## src/rtl/fpu_fdiv.sv

```systemverilog
// IEEE-754 binary32 divider y = x1 / x2: input register, long-divide stage, round/pack stage.
// Define FDIV_SPECIAL_EN to add NaN/Inf/zero-divisor detection.
module fpu_fdiv (
  input  logic        clk,
  input  logic        rst,
  input  logic        in_valid,
  input  logic [31:0] x1,
  input  logic [31:0] x2,
  output logic        out_valid,
  output logic [31:0] y
);

  localparam int DATA_W = 32;

  // Restoring division of two 1.f mantissas: returns {sticky, q[25:0]}.
  function automatic logic [26:0] long_div(input logic [23:0] m1, input logic [23:0] m2);
    logic [24:0] rem;
    logic [25:0] q;
    rem = {1'b0, m1};
    q   = '0;
    for (int i = 25; i >= 0; i--) begin
      if (rem >= {1'b0, m2}) begin
        q[i] = 1'b1;
        rem  = rem - {1'b0, m2};
      end
      rem = {rem[23:0], 1'b0};
    end
    return {|rem, q};
  endfunction

  function automatic logic [DATA_W-1:0] saturate(input logic sign, input logic signed [9:0] e,
                                                 input logic [22:0] frac);
    if (e >= 10'sd255)
      return {sign, 8'hFF, 23'd0};
    else if (e <= 10'sd0)
      return {sign, 31'd0};
    else
      return {sign, e[7:0], frac};
  endfunction

  function automatic logic [DATA_W-1:0] round_rne(input logic sign, input logic signed [9:0] e,
                                                  input logic [25:0] q, input logic sticky);
    logic [23:0]       mant;
    logic              g;
    logic              s;
    logic [24:0]       mr;
    logic signed [9:0] ef;
    if (q[25]) begin
      mant = q[25:2];
      g    = q[1];
      s    = q[0] | sticky;
      ef   = e;
    end else begin
      mant = q[24:1];
      g    = q[0];
      s    = sticky;
      ef   = e - 10'sd1;
    end
    mr = {1'b0, mant} + {24'd0, g & (s | mant[0])};
    if (mr[24]) begin
      mr = mr >> 1;
      ef = ef + 10'sd1;
    end
    return saturate(sign, ef, mr[22:0]);
  endfunction

  logic              vld_p0, vld_p1, vld_p2;
  logic [31:0]       x1_p0, x2_p0;
  logic              sign_p1, zero_p1, stk_p1;
  logic [25:0]       q_p1;
  logic signed [9:0] exp_p1;
  logic [31:0]       y_p2;
  logic [31:0]       res_p1;
  logic signed [9:0] exp_c;
  logic [26:0]       div_c;

  // Stage 1: mantissa long division and biased exponent
  assign exp_c = $signed({2'b00, x1_p0[30:23]}) - $signed({2'b00, x2_p0[30:23]}) + 10'sd127;
  assign div_c = long_div({1'b1, x1_p0[22:0]}, {1'b1, x2_p0[22:0]});

`ifdef FDIV_SPECIAL_EN
  logic        spc_c, spc_p1;
  logic [31:0] spcy_c, spcy_p1;
  logic        nan1, nan2, inf1, inf2, zero1, zero2, sgn_c;

  always_comb begin
    nan1   = (&x1_p0[30:23]) & (|x1_p0[22:0]);
    nan2   = (&x2_p0[30:23]) & (|x2_p0[22:0]);
    inf1   = (&x1_p0[30:23]) & ~(|x1_p0[22:0]);
    inf2   = (&x2_p0[30:23]) & ~(|x2_p0[22:0]);
    zero1  = ~(|x1_p0[30:23]);
    zero2  = ~(|x2_p0[30:23]);
    sgn_c  = x1_p0[31] ^ x2_p0[31];
    spc_c  = 1'b0;
    spcy_c = '0;
    if (nan1 | nan2 | (zero1 & zero2) | (inf1 & inf2)) begin
      spc_c  = 1'b1;
      spcy_c = 32'h7FC00000;
    end else if (inf1) begin
      spc_c  = 1'b1;
      spcy_c = {sgn_c, 8'hFF, 23'd0};
    end else if (inf2) begin
      spc_c  = 1'b1;
      spcy_c = {sgn_c, 31'd0};
    end else if (zero2) begin
      spc_c  = 1'b1;
      spcy_c = {sgn_c, 8'hFF, 23'd0};
    end
  end

  always_ff @(posedge clk) begin
    if (vld_p0) begin
      spc_p1  <= spc_c;
      spcy_p1 <= spcy_c;
    end
  end

  always_comb begin
    res_p1 = zero_p1 ? {sign_p1, 31'd0} : round_rne(sign_p1, exp_p1, q_p1, stk_p1);
    if (spc_p1)
      res_p1 = spcy_p1;
  end
`else
  always_comb begin
    res_p1 = zero_p1 ? {sign_p1, 31'd0} : round_rne(sign_p1, exp_p1, q_p1, stk_p1);
  end
`endif

  always_ff @(posedge clk) begin
    if (in_valid) begin
      x1_p0 <= x1;
      x2_p0 <= x2;
    end
    if (vld_p0) begin
      sign_p1 <= x1_p0[31] ^ x2_p0[31];
      zero_p1 <= ~(|x1_p0[30:23]);
      q_p1    <= div_c[25:0];
      stk_p1  <= div_c[26];
      exp_p1  <= exp_c;
    end
  end

  // Stage 2: normalize, round, pack; y holds across bubbles
  always_ff @(posedge clk) begin
    if (rst) begin
      vld_p0 <= 1'b0;
      vld_p1 <= 1'b0;
      vld_p2 <= 1'b0;
      y_p2   <= '0;
    end else begin
      vld_p0 <= in_valid;
      vld_p1 <= vld_p0;
      vld_p2 <= vld_p1;
      if (vld_p1)
        y_p2 <= res_p1;
    end
  end

  assign out_valid = vld_p2;
  assign y         = y_p2;

endmodule

```

## config.mk

```make
export PLATFORM = sky130hd
export DESIGN_NAME = fpu_fdiv
export DESIGN_NICKNAME = d
export VERILOG_FILES = /design/src/rtl/fpu_fdiv.sv
export SDC_FILE = /design/constraint.sdc
export NUM_CORES = 2
export LEC_CHECK = 0
export CORE_MARGIN = 10
export CORE_UTILIZATION = 50
export CTS_CLUSTER_DIAMETER = 50
export DETAILED_ROUTE_END_ITERATION = 7
export GPL_TIMING_DRIVEN = 0
export PLACE_DENSITY = 0.69
export SETUP_SLACK_MARGIN = 0.4
export SLEW_MARGIN = 10
export SYNTH_ARGS = -nofsm -noshare
export SYNTH_HDL_FRONTEND = slang
export SYNTH_SLANG_ARGS = --single-unit
```

## constraint.sdc

```tcl
create_clock -name clk -period 112.4 [get_ports clk]
set_input_delay 16.86 -clock clk [delete_from_list [all_inputs] [get_ports clk]]
set_output_delay 16.86 -clock clk [all_outputs]
set_load 0.01 [all_outputs]
```

==> impl_metrics.env <==
export IMPL_status="finished, final reports clean"
export IMPL_cp_arrival_ps=107370
export IMPL_syn_inst=5444
export IMPL_overflow=0
export IMPL_r2r_slack_ps=5160
export IMPL_skew_ps=21.6
export IMPL_syn2layout_area_growth_pct=17.9
export IMPL_grt_antenna_before_repair=4
export IMPL_instances_no_fill=6842
export IMPL_min_period_ps=107240
export IMPL_syn_cell_area_um2=40900
export IMPL_synthSimpleGateAreaFrac_pct=19.5
export IMPL_layout_worst_path_cycle_share_pct=95.4
export IMPL_slew_violations=0
export IMPL_die_w_um=306
export IMPL_fmax_ghz=0.00932
export IMPL_drt_total_wl_um=144000
export IMPL_grt_pass1_vias=39538
export IMPL_vias_per_cell=6.32
export IMPL_drc=0
export IMPL_critPathCaptureType="flop"
export IMPL_cts_root_buf="clkbuf_16"
export IMPL_pin_count=100
export IMPL_ys_ff_latch=138
export IMPL_synth_nets=6100
export IMPL_synth_compound_area_share_pct=28.8
export IMPL_ys_types=119
export IMPL_grt_pass1_wl_um=217000
export IMPL_cts_inserted_buffers=17
export IMPL_fillerInstances=7252
export IMPL_slew_headroom_pct=21.4
export IMPL_crit_type="flop to flop"
export IMPL_num_rows=104
export IMPL_antenna_cells=0
export IMPL_critPathMaxFanout=10
export IMPL_wl_per_cell_um=21.1
export IMPL_num_vias=43247
export IMPL_ys_seq_area_share_pct=9.28
export IMPL_dr_first_iter_drc_count=3805
export IMPL_min_path_type="flop to flop"
export IMPL_final_antenna_net_count=0
export IMPL_grt_usage_pct=28.5
export IMPL_synthArstFlopShare_pct=0
export IMPL_final_hold_violation_count=0
export IMPL_first_pass_iters=6
export IMPL_crit_start="x2_p0[1]"
export IMPL_clk_pin_slew_ps=70
export IMPL_synthFlopType="edfxtp_1"
export IMPL_max_cap_violations=0
export IMPL_io_buffers=98
export IMPL_critPathSlowestCell="o211ai_1"
export IMPL_clock_latency_ps=470
export IMPL_die_h_um=306
export IMPL_tightest_slew_ps=1180
export IMPL_die_area_um2=93600
export IMPL_hpwlAfterDp_um=111000
export IMPL_r2r_end="q_p1[0]"
export IMPL_setup_violations=0
export IMPL_htreeDepth=4
export IMPL_synth_fa_ha_area_share_pct=18.1
export IMPL_synth_xor_area_share_pct=10.2
export IMPL_cts_buffer_depth=2
export IMPL_post_synth_cell_area_avg_um2=7.51
export IMPL_cts_tree="built"
export IMPL_crit_path_start_kind="flop"
export IMPL_gp_congestion=0.960
export IMPL_core_area_um2=80800
export IMPL_synth_edf_count=103
export IMPL_cp_endpoint="q_p1[0]"
export IMPL_synth_top_family_by_area="compound AO/OA/AOI/OAI gates"
export IMPL_fin_nets=6425
export IMPL_crit_required_ps=112520
export IMPL_clkSinkCount=138
export IMPL_initial_core_util_pct=50.6
export IMPL_worstRegToRegCells=636
export IMPL_synth_mux_area_share_pct=10.0
export IMPL_drive_gt1_share_pct=18.0
export IMPL_grt_max_degree=66
export IMPL_synth_warnings=0
export IMPL_reg2reg_from="x2_p0[1]"
export IMPL_crit_top_cell="a21o_1"
export IMPL_max_stage_delay_ps=740
export IMPL_place_detailed_instances=6624
==> per-stage QoR <==
step	setup slack, ps	hold slack [ps]	setup TNS [ps]	cell area (um2)	utilization, %
global route	-326	488	-591	48200	59.7
global placement	-27990	457	-111120	43200	53.5
CTS	453	468	0	46100	57.0
floorplan	406	456	0	40900	-
detailed placement	-28850	458	-116110	43700	54.1
finish	5160	467	0	48200	59.7
==> registers in the layout, indices dropped and copies added, names as in the netlist <==
register / count
sign_p1: 1
x1_p0: 32
exp_p1: 10
q_p1: 26
y: 32
vld_p1: 1
stk_p1: 1
x2_p0: 32
out_valid: 1
zero_p1: 1
vld_p0: 1
==> cells by family (layout without fill, tap and decap cells) <==
kind of cell	after synthesis	count (layout)
muxes	368	368
and+or+nand+nor	1649	1649
adders and majority gates	589	589
buffers and inverters	430	768
xor gates and xnor gates	478	478
DFF	138	138
AOI/OAI and AO/OA	1792	1792
==> worst max-delay path: cells and delay by family, from the launching register on <==
family                     cells  cell delay, ps
muxes                         14            4550
DFF                            1             490
and+or+nand+nor              105           14520
buffers and inverters         92           12910
AOI/OAI and AO/OA            399           66080
adders and majority gates     26            8040
==> cell type report <==
cell class	instances	area, um2	share of cell area, %
repair inverters	1	5.00	0.0104
clock inverters	15	163	0.337
clock buffers	17	425	0.882
multi-input cells	4876	37400	77.5
repair buffers	305	2860	5.94
plain buffers	130	1080	2.24
inverters	300	1200	2.48
well taps	1060	1330	2.75
flip-flops and latches	138	3790	7.87
==> routing by layer <==
layer | up-vias | routed length [um] | track usage, %
met5 | - | 0 | 0
met2 | 1676 | 63500 | 46.3
met1 | 20272 | 62200 | 38.1
met4 | 0 | 6880 | 11.1
li1 | 20937 | - | -
met3 | 362 | 11500 | 3.33
==> repair_timing <==
item / CTS / global route
cloned: 1 / 0
buffers inserted: 93 / 92
endpoints found under the setup margin: 7 / 4
resized for setup: 403 / 427
hold buffers: 0 / 0
pin swaps: 69 / 200
==> Yosys cell counts (all sizes together), types with 38 or more instances <==
cell type	count	area share (%)
nand3	114	1.4
mux2	304	8.4
nand2b	96	1.5
a21oi	483	6.0
clkbuf	92	0.84
ha	586	18
a211oi	47	0.97
nand2	377	3.5
o21bai	51	0.94
xnor2	289	6.2
inv	300	2.8
and3	49	0.75
o21a	114	2.1
o21ai	386	4.8
nand4	93	1.4
nor2b	99	1.5
a21boi	76	1.4
edfxtp	103	7.6
a21o	308	5.7
nor2	509	4.7
xor2	189	4.0
and2	42	0.64
buf	38	0.45
nor3	121	1.5
mux2i	63	1.6
==> cells in the final DEF (no fill, tap or decap), types with 96 or more instances in the layout <==
master and instances:
ha_1 550, mux2_2 293, edfxtp_1 103, buf_4 195
a21oi_1 427, nor2b_1 96, o21a_1 112, inv_1 257
clkdlybuf4s50_1 97, nor3_1 117, nor2_1 491, xor2_1 189
nand2_1 364, o21ai_0 243, xnor2_1 289, nand2b_1 96
nand3_1 112, a21o_1 305
==> how the worst min path moves through the flow <==
stage | startpoint | to | cells after the start
3_3_place_gp | y[29] | y[29] | 2
5_1_grt | y[29] | y[29] | 2
4_1_cts | y[29] | y[29] | 2
3_5_place_dp | y[29] | y[29] | 2
6_report | y[29] | y[29] | 2
2_1_floorplan | sign_p1 | y[31] | 2
Power is left out: the tool's default activity adds up to more than one toggle a clock period on the data nets, which glitch-free logic cannot reach.
